File: config.mk
export PLATFORM = sky130hd
export DESIGN_NAME = bcd_to_bin_seq
export DESIGN_NICKNAME = d
export VERILOG_FILES = /design/src/rtl/bcd_to_bin_seq.sv
export SDC_FILE = /design/constraint.sdc
export NUM_CORES = 1
export LEC_CHECK = 0
export CAP_MARGIN = 20
export CORE_MARGIN = 1
export CORE_UTILIZATION = 30
export CTS_CLUSTER_DIAMETER = 60
export DETAILED_ROUTE_END_ITERATION = 8
export SYNTH_ARGS = -nofsm -noshare
export SYNTH_HDL_FRONTEND = slang
export SYNTH_SLANG_ARGS = --single-unit
File: constraint.sdc
create_clock -name clk -period 3.4 [get_ports clk]
set_input_delay 0.68 -clock clk [delete_from_list [all_inputs] [get_ports clk]]
set_output_delay 0.68 -clock clk [all_outputs]
set_load 0.05 [all_outputs]
File: src/rtl/bcd_to_bin_seq.sv
// bcd_to_bin_seq: packed BCD to binary, one digit per clock MSD first, valid/ready on both sides
module bcd_to_bin_seq #(
  parameter int DIGITS = 4,
  parameter int BIN_W  = 14
) (
  input  logic                  clk,
  input  logic                  reset_n,
  input  logic                  in_valid,
  output logic                  in_ready,
  input  logic [4*DIGITS-1:0]   bcd_in,
  output logic                  out_valid,
  input  logic                  out_ready,
  output logic [BIN_W-1:0]      bin_out,
  output logic                  err
);
  localparam int CW = DIGITS > 1 ? $clog2(DIGITS) : 1;
  typedef enum logic [1:0] {IDLE, CONV, DONE} state_t;
  state_t              state_q;
  logic [4*DIGITS-1:0] sr_q;
  logic [BIN_W-1:0]    acc_q, acc_d;
  logic [CW-1:0]       cnt_q;
  logic                bad_q, bad_d;
  logic                in_ready_q, out_valid_q, err_q;
  logic [BIN_W-1:0]    bin_q;
  logic [3:0]          dig;
  // next accumulator: acc*10 + top digit, summed at BIN_W+4 bits then truncated
  always_comb begin
    dig   = sr_q[4*DIGITS-1 -: 4];
    acc_d = BIN_W'(({4'b0, acc_q} << 3) + ({4'b0, acc_q} << 1) + (BIN_W+4)'(dig));
    bad_d = bad_q | (dig > 4'd9);
  end
  // control FSM with registered handshake and result outputs
  always_ff @(posedge clk or negedge reset_n) begin
    if (!reset_n) begin
      state_q     <= IDLE;
      sr_q        <= '0;
      acc_q       <= '0;
      cnt_q       <= '0;
      bad_q       <= 1'b0;
      in_ready_q  <= 1'b1;
      out_valid_q <= 1'b0;
      bin_q       <= '0;
      err_q       <= 1'b0;
    end else begin
      case (state_q)
        IDLE: if (in_valid && in_ready_q) begin
          sr_q       <= bcd_in;
          acc_q      <= '0;
          cnt_q      <= '0;
          bad_q      <= 1'b0;
          in_ready_q <= 1'b0;
          state_q    <= CONV;
        end
        CONV: begin
          acc_q <= acc_d;
          bad_q <= bad_d;
          sr_q  <= sr_q << 4;
          cnt_q <= cnt_q + 1'b1;
          if (cnt_q == CW'(DIGITS-1)) begin
            state_q     <= DONE;
            out_valid_q <= 1'b1;
            bin_q       <= bad_d ? '0 : acc_d;
            err_q       <= bad_d;
          end
        end
        DONE: if (out_ready) begin
          out_valid_q <= 1'b0;
          in_ready_q  <= 1'b1;
          state_q     <= IDLE;
        end
        default: state_q <= IDLE;
      endcase
    end
  end
  assign in_ready  = in_ready_q;
  assign out_valid = out_valid_q;
  assign bin_out   = bin_q;
  assign err       = err_q;
endmodule

=== After elaboration in Yosys (flattened, before gate mapping) ===
Cells that the tools add are included.

* Add/subtract/negate cells: 3
* $lt $le $gt $ge: 1
* Equal/unequal tests: 6
* Multiplexer cells: 18
* Bitwise gates (word level): 1
* Reduce and logical (&&, ||, !) cells: 10

{| class="wikitable"
|+ Operators with widths
! kind !! number
|-
| $pmux W16 S2 || 1
|-
| $pmux W13 S2 || 1
|-
| $mux W16 || 1
|-
| $add A14 B14 Y14 || 1
|-
| $add A14 B4 Y14 || 1
|-
| $mux W14 || 1
|-
| $mux W13 || 1
|-
| $reduce_and A3 Y1 || 3
|-
| $mux W2 || 4
|-
| $ne A2 B2 Y1 const B || 3
|-
| $pmux W1 S2 || 3
|-
| $pmux W2 S3 || 1
|-
| $reduce_bool A2 Y1 || 3
|-
| $eq A2 B2 Y1 const B || 2
|-
| $gt A4 B4 Y1 const B || 1
|-
| $mux W1 || 4
|-
| $pmux W2 S2 || 1
|-
| $reduce_and A2 Y1 || 2
|-
| $add A2 B1 Y2 const B || 1
|-
| $eq A2 B1 Y1 const B || 1
|-
| $logic_not A2 Y1 || 1
|-
| $logic_and A1 B1 Y1 || 1
|-
| $or A1 B1 Y1 || 1
|}

* Flip-flop bits (word level): 51
* Input port bits: 20
* Output and inout bits: 17
* Word-level logic and storage cells: 48

=== Depth between registers and ports, before layout ===
Gate-level depths: netlist (run 1).

* Depth after elaboration: 3
* Depth in mapped cells: 9
* Mapped depth without buffers: 9

=== Worst setup path before layout (run 1) ===
OpenSTA, ideal clock, no wires.

* Path type: register to register
* From: reg sr_q[15]
* To: reg bin_q[11], in the netlist bin_out[11]
* Setup time: 0.122 ns
* Arrival time: 2.248 ns
* Data required time: 3.278 ns
* Slack: 1.031 ns
* Stages on the path, launching flop included: 10
* Buffers on the path: 0
* Clock period less this slack: 2.369 ns
* Cell sequence: dfrtp_1 -> inv_1 -> fa_1 -> inv_1 -> ha_1 -> a21o_2 -> nand4_1 -> a21oi_1 -> or3_1 -> a32o_1

* Word-level cells in the longest chain between the ends: 3
* Elaborated cells between the ends (all ways): 4
* Those cells by class: 1 x add/sub; 1 x order compare; 1 x mux; 1 x bitwise

{| class="wikitable"
|+ RTL lines
! item !! RTL line !! source
|-
| start, declared || 19 || <nowiki>logic [4*DIGITS-1:0] sr_q;</nowiki>
|-
| start signal, assigned || 47 || <nowiki>sr_q <= bcd_in;</nowiki>
|-
| start signal, assigned || 57 || <nowiki>sr_q <= sr_q << 4;</nowiki>
|-
| branches (longest 2 deep; another with $add A14 B4 Y14) || - ||
|-
| $mux W14 * || 62 || <nowiki>bin_q <= bad_d ? '0 : acc_d;</nowiki>
|-
| end signal, assigned || 62 ||
|-
| end, declared || 24 || <nowiki>logic [BIN_W-1:0] bin_q;</nowiki>
|}

Mark *: on every way between the ends.
A chain may end at the register's enable or synchronous reset.

=== Worst setup path after layout (run 1) ===
* From: reg sr_q[15]
* To: reg bin_q[9], in the netlist bin_out[9]

Same word-level chain as after synthesis.

==> results of run 1 <==
[worst paths after layout]
path                                  from    endpoint  slack [ns]
worst max-delay path              sr_q[15]  bin_out[9]        0.84
worst min-delay path               reset_n     sr_q[0]        0.36
worst max register to register    sr_q[15]  bin_out[9]        0.84
worst min register to register  bin_out[7]  bin_out[7]        0.49
max in group asynchronous          reset_n    in_ready        2.23
min in group clk                bin_out[7]  bin_out[7]        0.49
[stage by stage]
stage               total power, mW  utilization  cell area (um2)  hold slack (ns)  instances
global route                   1.05        0.378             3330            0.379        436
floorplan                     0.620            -             2760            0.384        291
CTS                            1.03        0.378             3330            0.370        436
detailed placement            0.656        0.368             3240            0.471        428
global placement              0.655        0.368             3240            0.462        428
finish                         1.01        0.378             3330            0.357        436
[synthesized netlist by cell type (all sizes together)]
cell type,count
nand2,55
dfrtp,50
ha,23
o21ai,22
nor2,20
nand3,17
a21oi,15
a31oi,11
inv,9
buf,8
a21o,6
o31ai,6
xnor2,5
clkbuf,4
nand2b,4
nand4,4
nor3,4
a22o,3
and3,3
a31o,2
a32o,2
fa,2
o21a,2
or3,2
xor2,2
a211o,1
a311oi,1
and2,1
and2b,1
dfstp,1
nor2b,1
nor3b,1
o211a,1
o211ai,1
or3b,1
[metal layers]
metal,part of all wire,track usage
met1,0.49,0.178
met2,0.47,0.227
met3,0.035,0.0279
met4,0.0094,0.0396
met5,0,0
[flip-flops by register name, summed over array words and instances, names as in the netlist]
name,flops
acc_q,13
bad_q,1
bin_out,14
cnt_q,2
err,1
in_ready,1
out_valid,1
sr_q,16
state_q,2
[where the power goes]
part           switching, mW  internal [mW]  leakage, nW
sequential                 0          0.606        0.573
combinational         0.0161         0.0202        0.869
clock                  0.215          0.149       0.0489
[placed cells by master, fill, tap and decap left out, types with 3 or more instances in the layout]
master           instances
o31ai_1                  5
clkdlybuf4s50_1         35
a31oi_1                 11
nor3_1                   3
ha_1                    23
a21o_1                   4
nand2b_1                 3
buf_4                    5
dfrtp_1                 50
nand3_1                 17
nand4_1                  4
nand2_1                 55
nor2_1                  20
xnor2_1                  5
a22o_1                   3
inv_1                    9
a21oi_1                 14
clkbuf_8                 5
o21ai_0                 22
[kinds of logic after synthesis]
| group | Yosys count | share of synthesized area |
|---|---|---|
| simple gates | 114 | 0.191 |
| xor+xnor | 7 | 0.0222 |
| flops | 51 | 0.462 |
| compound gates | 73 | 0.172 |
| fa+ha+maj | 25 | 0.119 |
| buf+inv | 21 | 0.0339 |
[cell type report]
type / count / area [um2] / area share
Clock buffer: 5 / 68.8 / 0.0207
Clock inverter: 3 / 22.5 / 0.00677
Inverter: 9 / 33.8 / 0.0102
Multi-Input combinational cell: 219 / 1400 / 0.420
Sequential cell: 51 / 1280 / 0.384
Tap cell: 108 / 135 / 0.0406
Timing Repair Buffer: 41 / 393 / 0.118
==> impl_metrics.py, run 1 <==
metrics = {
    "outcome": {
        "status": "finished, violations left",
        "violations": "DRC",
    },
    "pwr": {
        "power_density_nw_per_um2": 302,
        "leakage_nw": 1.49,
        "ir_drop_v": 0.000123,
    },
    "clock_network": {
        "cts.htree.levels": 2,
        "hold_buffers": 0,
        "cts.sinks": 51,
        "path_clk_slew_ns": 0.10,
        "clock-root-buffer": "clkbuf_8",
        "clkLatencyLatePin_ns": 0.30,
        "numCtsBuffers": 5,
        "cts_resized": 0,
        "clockBufferDepth": 2,
        "postCtsSetupBuffers": 0,
        "cts_tree": "yes",
    },
    "routing": {
        "vias": 2165,
        "first_pass_iters": 6,
        "drc": 3,
        "viasPerCell": 4.97,
        "drt-initial-drc-count": 61,
        "drt-total-wl_um": 5970,
        "wl_per_cell_um": 13.7,
        "ant_nets": 0,
    },
    "die": {
        "start_util": 0.314,
        "core_um2": 8810,
        "die_w_um": 98.0,
        "rows": 34,
        "pin_count": 37,
        "dieArea_um2": 9600,
        "die_y_um": 98.0,
    },
    "timing": {
        "fin_crit_sh": 0.753,
        "setup_ws_ns": 0.839,
        "rsz0062_at_grt": "no",
        "fin_skew_ns": 0.00935,
        "hold_violations": 0,
        "fin_crit_ns": 2.56,
        "final_max_slew_viol_count": 0,
        "slew_headroom": 0.511,
        "setup_viol": 0,
        "fmax_ghz": 0.390,
        "worstMarginPinSlew_ns": 0.733,
        "finalSetupTns_ns": 0,
    },
    "logic_synthesis": {
        "seq_area_frac_synth": 0.462,
        "synth_area_um2": 2760,
        "yosys.area.top_type": "dfrtp_1",
        "synthCells": 291,
        "ys_ff_latch": 51,
        "syn-num-nets": 336,
        "ys_warn_count": 0,
        "synth_top_area_share": 0.453,
        "avgSynthCellArea_um2": 9.50,
        "synth.area.top_cells": "dfrtp_1, ha_1, nand2_1, o21ai_0, nand3_1",
        "synth_cell_types": 43,
    },
    "global_routing": {
        "grt_usage": 0.136,
        "grt_max_degree": 31,
        "grt_pass1_vias": 2211,
        "overflow": 0,
        "grt_pass1_wl_um": 10500,
        "antenna_found_initial": 0,
    },
    "worst_setup_path": {
        "crit_path_top_delay_cell": "fa_1",
        "path_depth": 9,
        "cp-start-kind": "flop",
        "crit_chain": "inv_1 -> fa_1 -> inv_1 -> ha_1 -> a21o_2 -> nand4_1 -> a21oi_1 -> or3_1 -> a32o_1",
        "required_ns": 3.60,
        "arrival_ns": 2.76,
        "path_buf_inv": 2,
        "slowest_delay_ns": 0.61,
        "worstSetupPathType": "reg -> reg",
        "worst_path_most_repeated_cell": "inv_1",
        "cp_top_family": "adder cells",
        "crit_path_end_kind": "flop",
        "crit_fanout": 4,
        "reg2regPathDepth": 9,
    },
    "hold_path": {
        "hp-class": "in -> async",
    },
    "job": {
        "maxCapViolCount": 0,
    },
    "layout": {
        "antenna_cells": 0,
        "syn2layout_area_growth_pct": 20.4,
        "drive_gt1_frac": 0.0732,
        "final_nets": 372,
        "fillers": 894,
    },
    "placed_design": {
        "routabilityCongestion": 0.787,
        "port-buffer-count": 36,
        "post-place-ws_ns": 0.815,
        "dp_hpwl_um": 4290,
    },
}
Note: power is estimated with default switching activity, not from simulation.
==> inputs of run 2 (changes only) <==
==> constraint.sdc (replaced) <==
create_clock -name clk -period 2.35 [get_ports clk]
set_input_delay 0.47 -clock clk [delete_from_list [all_inputs] [get_ports clk]]
set_output_delay 0.47 -clock clk [all_outputs]
set_load 0.05 [all_outputs]
==> impl_metrics.py, run 2 (synthesis gave the netlist of run 1 again) <==
metrics = {
    "global_routing": {
        "gr-usage-met2": 0.221,
        "grt-busiest-layer": "met2",
        "overflow": 0,
        "grt_pass1_vias": 2201,
        "grt_pass1_wl_um": 10400,
        "gr-usage-met1": 0.182,
        "grt_usage": 0.135,
        "grt_max_degree": 52,
        "antenna_found_initial": 0,
        "grt_util_met3": 0.0315,
    },
    "placed_design": {
        "dp_cells": 439,
        "dpl_cell_area_um2": 3330,
        "port-buffer-count": 36,
        "dp_hpwl_um": 4400,
        "routabilityCongestion": 0.895,
    },
    "worst_setup_path": {
        "cp-start-kind": "flop",
        "worstSetupPathType": "reg -> reg",
        "rr_endpoint": "bin_out[11]",
        "crit_fanout": 3,
        "crit_path_end_kind": "flop",
        "arrival_ns": 2.59,
        "required_ns": 2.55,
        "worst-r2r-setup-slack_ns": -0.04,
        "crit_path_top_delay_cell": "fa_1",
        "reg2regPathDepth": 9,
        "crit_chain": "inv_2 -> fa_1 -> inv_1 -> ha_1 -> a21o_2 -> nand4_1 -> a21oi_2 -> or3_4 -> a32o_1",
        "reg2reg_from": "acc_q[2]",
        "slowest_delay_ns": 0.53,
    },
    "timing": {
        "fin_skew_ns": 0.00648,
        "fin_crit_ns": 2.39,
        "hold_slack_ns": 0.139,
        "setup_viol": 2,
        "fin_crit_sh": 1.02,
        "rsz0062_at_grt": "yes",
        "setup_ws_ns": -0.0360,
        "slew_headroom": 0.645,
        "hold_violations": 0,
        "final_max_slew_viol_count": 0,
        "worstMarginPinSlew_ns": 0.530,
        "fmax_ghz": 0.419,
    },
    "outcome": {
        "status": "finished, violations left",
        "violations": "DRC, setup timing",
    },
    "pwr": {
        "power.share.clock": 0.360,
        "p_int_mw": 1.12,
        "comb_power_share": 0.038,
        "p_seq_frac": 0.602,
        "p_sw_mw": 0.333,
        "power_density_nw_per_um2": 416,
        "ir_drop_v": 0.000210,
        "switching_share": 0.229,
        "leakage_nw": 1.57,
    },
    "layout": {
        "top_register": "sr_q",
        "final_cells": 449,
        "largest_register_ffs": 16,
        "final_core_util": 0.398,
        "syn2layout_area_growth_pct": 26.7,
        "final_nets": 385,
        "drive_gt1_frac": 0.144,
        "antenna_cells": 0,
        "final_cell_area_um2": 3500,
        "final_cell_mix": "nand2_1, dfrtp_1, clkdlybuf4s50_1, ha_1",
        "layout_commonest_cell": "nand2_1",
    },
    "clock_network": {
        "path_clk_slew_ns": 0.10,
        "cts.sinks": 51,
        "numCtsBuffers": 5,
        "cts.htree.levels": 2,
        "cts_tree": "yes",
        "clkLatencyLatePin_ns": 0.30,
        "hold_buffers": 0,
        "clock-root-buffer": "clkbuf_8",
        "clockBufferDepth": 2,
    },
    "die": {
        "core_um2": 8810,
        "die_w_um": 98.0,
        "dieArea_um2": 9600,
        "start_util": 0.314,
        "rows": 34,
        "pin_count": 37,
        "die_y_um": 98.0,
    },
    "hold_path": {
        "hp-class": "in -> async",
    },
    "job": {
        "maxCapViolCount": 0,
    },
    "routing": {
        "first_pass_iters": 6,
        "ant_nets": 0,
        "drt-total-wl_um": 6040,
        "drc": 1,
        "viasPerCell": 4.95,
        "wl_per_cell_um": 13.5,
        "drt-initial-drc-count": 85,
        "vias": 2223,
    },
}
-- run 2: cell types whose count changed in the layout (fill, tap and decap cells not counted), moves of 2 or more --
cell / previous run / this run
buf_4: 5 / 17
a21oi_1: 14 / 10
a21oi_2: 0 / 3
inv_1: 9 / 6
inv_2: 0 / 3
clkinv_4: 0 / 2
inv_6: 2 / 0
o21ai_0: 22 / 20
o21ai_1: 0 / 2
or3_1: 2 / 0
or3_4: 0 / 2
-- run 2: metrics by stage --
stage          TNS [ns]  power, mW  setup slack (ns)
3_5_place_dp     -0.421      0.951           -0.0796
3_3_place_gp    -0.0189      0.951           -0.0128
6_report        -0.0385       1.46           -0.0360
5_1_grt          -0.498       1.51            -0.148
4_1_cts         -0.0251       1.48           -0.0153
2_1_floorplan   -0.0134      0.897          -0.00904
-- run 2: power by group through the flow --
stage / combinational, mW / clock, mW / sequential, mW
after floorplan: 0.00289 / 0 / 0.894
final: 0.0551 / 0.524 / 0.877
after global placement: 0.0570 / 0 / 0.894
after CTS: 0.0570 / 0.544 / 0.877
after detailed placement: 0.0566 / 0 / 0.894
after global routing: 0.0616 / 0.574 / 0.877
-- run 2: area by class of cell --
| type | instances | area [um2] |
|---|---|---|
| fillers | 879 | 5310 |
| well taps | 108 | 135 |
| repair buffers | 54 | 503 |
| clock inverters | 2 | 17.5 |
| multi-input cells | 219 | 1460 |
| clock buffers | 6 | 72.6 |
| inverters | 9 | 33.8 |
| flip-flops and latches | 51 | 1280 |
-- run 2: critical path, delay by kind of cell (launching register included) --
family / cells / cell delay [ns]
fa+ha+maj: 2 / 0.79
buf+inv: 2 / 0.10
compound gates: 3 / 0.50
simple gates: 2 / 0.51
flops: 1 / 0.38
-- run 2: how the worst max path moves through the flow --
| stage | depth (start not counted) | end | slack, ns | from |
|---|---|---|---|---|
| 2_1_floorplan | 9 | bin_out[11] | -0.009 | acc_q[2] |
| 3_3_place_gp | 9 | acc_q[12] | -0.01 | acc_q[0] |
| 3_5_place_dp | 9 | acc_q[12] | -0.08 | acc_q[0] |
| 4_1_cts | 9 | bin_out[9] | -0.02 | sr_q[15] |
| 5_1_grt | 9 | bin_out[11] | -0.15 | acc_q[2] |
| 6_report | 9 | bin_out[11] | -0.04 | acc_q[2] |
-- run 2: per-layer routing --
metal / share of wire / up-vias
met5: 0 / -
met4: 0.0079 / 0
met3: 0.044 / 6
met2: 0.46 / 44
met1: 0.49 / 1049
li1: - / 1124
-- run 2: timing repair --
action / CTS / global route
buffers inserted: 1 / 1
endpoints found under the setup margin: 8 / 13
resized for setup: 5 / 12
pin swaps: 7 / 13
==> inputs of run 3 (changes only) <==
--- a/config.mk
+++ b/config.mk
@@ -6,10 +6,14 @@
 export NUM_CORES = 1
 export LEC_CHECK = 0
 export CAP_MARGIN = 20
+export CELL_PAD_IN_SITES_DETAIL_PLACEMENT = 0
+export CELL_PAD_IN_SITES_GLOBAL_PLACEMENT = 2
 export CORE_MARGIN = 1
 export CORE_UTILIZATION = 30
+export CTS_BUF_LIST = sky130_fd_sc_hd__clkbuf_8
 export CTS_CLUSTER_DIAMETER = 60
 export DETAILED_ROUTE_END_ITERATION = 8
+export PLACE_DENSITY_LB_ADDON = 0.1
 export SYNTH_ARGS = -nofsm -noshare
 export SYNTH_HDL_FRONTEND = slang
 export SYNTH_SLANG_ARGS = --single-unit
==> impl_metrics.py, run 3 (synthesis gave the netlist of run 1 again) <==
metrics = {
    "outcome": {
        "status": "finished, violations left",
        "violations": "setup timing",
    },
    "worst_setup_path": {
        "crit_path_start": "acc_q[2]",
        "rr_endpoint": "bin_out[9]",
        "required_ns": 2.54,
        "crit_fanout": 4,
        "reg2reg_from": "acc_q[2]",
        "worstSetupPathType": "reg -> reg",
        "reg2regPathDepth": 8,
        "cp-start-kind": "flop",
        "arrival_ns": 2.57,
        "crit_path_end_kind": "flop",
        "worst-r2r-setup-slack_ns": -0.03,
    },
    "timing": {
        "setup_ws_ns": -0.0273,
        "final_max_slew_viol_count": 0,
        "setup_viol": 2,
        "worstMarginPinSlew_ns": 0.629,
        "fin_crit_ns": 2.38,
        "fin_crit_sh": 1.01,
        "rsz0062_at_grt": "yes",
        "fin_skew_ns": 0.00972,
        "slew_headroom": 0.581,
        "fmax_ghz": 0.421,
        "hold_violations": 0,
    },
    "die": {
        "die_y_um": 98.0,
        "pin_count": 37,
        "dieArea_um2": 9600,
        "start_util": 0.314,
        "core_um2": 8810,
        "rows": 34,
        "die_w_um": 98.0,
    },
    "routing": {
        "drc": 0,
        "first_pass_iters": 4,
        "wl_per_cell_um": 15.6,
        "drt-total-wl_um": 7030,
        "vias": 2209,
        "drt-initial-drc-count": 82,
        "ant_nets": 0,
        "viasPerCell": 4.90,
    },
    "layout": {
        "top_register": "sr_q",
        "syn2layout_area_growth_pct": 28.7,
        "final_nets": 387,
        "largest_register_ffs": 16,
        "drive_gt1_frac": 0.149,
        "final_cell_mix": "nand2_1, dfrtp_1, clkdlybuf4s50_1, ha_1",
        "antenna_cells": 0,
        "layout_commonest_cell": "nand2_1",
    },
    "job": {
        "maxCapViolCount": 0,
    },
    "hold_path": {
        "hp-class": "in -> async",
    },
    "global_routing": {
        "grt_usage": 0.153,
        "grt_pass1_vias": 2209,
        "grt_max_degree": 30,
        "grt_pass1_wl_um": 11400,
        "overflow": 0,
        "antenna_found_initial": 0,
    },
    "clock_network": {
        "numCtsBuffers": 5,
        "cts.sinks": 51,
        "path_clk_slew_ns": 0.10,
        "clock-root-buffer": "clkbuf_8",
        "clockBufferDepth": 2,
        "clkLatencyLatePin_ns": 0.30,
        "cts_tree": "yes",
        "cts.htree.levels": 2,
        "hold_buffers": 0,
    },
    "pwr": {
        "ir_drop_v": 0.000242,
        "switching_share": 0.197,
        "p_seq_frac": 0.530,
        "p_int_mw": 1.33,
        "leakage_nw": 1.61,
        "power.share.clock": 0.437,
        "comb_power_share": 0.033,
        "p_sw_mw": 0.325,
        "power_density_nw_per_um2": 465,
        "power_mw": 1.65,
    },
    "placed_design": {
        "port-buffer-count": 36,
        "routabilityCongestion": 0.767,
        "post-place-ws_ns": -0.0800,
        "dp_hpwl_um": 5000,
    },
}
## run 3: area by class of cell
type	instances	area [um2]
fillers	909	5250
well taps	108	135
repair buffers	56	518
multi-input cells	219	1460
flip-flops and latches	51	1280
inverters	9	33.8
clock inverters	3	63.8
clock buffers	5	68.8
## run 3: metrics by stage
step                      area (um2)  TNS, ns   util  instances  hold slack (ns)
after floorplan                 2760  -0.0134      -        291            0.174
after global placement          3350   -0.118  0.380        441            0.444
after detailed placement        3350   -0.393  0.380        441            0.434
after CTS                       3500  -0.0118  0.397        449           0.0938
after global routing            3560   -0.604  0.404        451            0.105
final                           3560  -0.0382  0.404        451           0.0843
## run 3: worst max path at each step
stage,to,slack [ns],depth (start not counted)
floorplan,bin_out[11],-0.009,9
global placement,acc_q[12],-0.03,9
detailed placement,bin_out[12],-0.08,9
CTS,bin_out[9],-0.009,9
global route,bin_out[9],-0.17,9
finish,bin_out[9],-0.03,8
## run 3: routing by layer
metal  global-route usage  wire (um)  part of all wire
met4               0.0385         73             0.010
met3               0.0293        184             0.026
met2                0.265       3440              0.49
met5                    0          0                 0
met1                0.194       3340              0.47
## run 3: critical path: stages (launching register included)
cell and delay (ns):
dfrtp_1 0.41, buf_4 0.14, ha_1 0.28, ha_1 0.31, a21o_1 0.22, a21oi_4 0.25, a21oi_2 0.09, or3_4 0.33
a32o_1 0.25
## run 3: power by group through the flow
stage	Clock (mW)	Combinational [mW]	Sequential [mW]
floorplan	0	0.00289	0.894
global placement	0	0.0570	0.894
detailed placement	0	0.0563	0.894
CTS	0.755	0.0566	0.877
global route	0.784	0.0611	0.877
finish	0.723	0.0545	0.877
## run 3: what timing repair did
| action | CTS | global route |
|---|---|---|
| resized for setup | 7 | 10 |
| setup buffers | 0 | 2 |
| pin swaps | 3 | 8 |
| endpoints found under the setup margin | 9 | 11 |
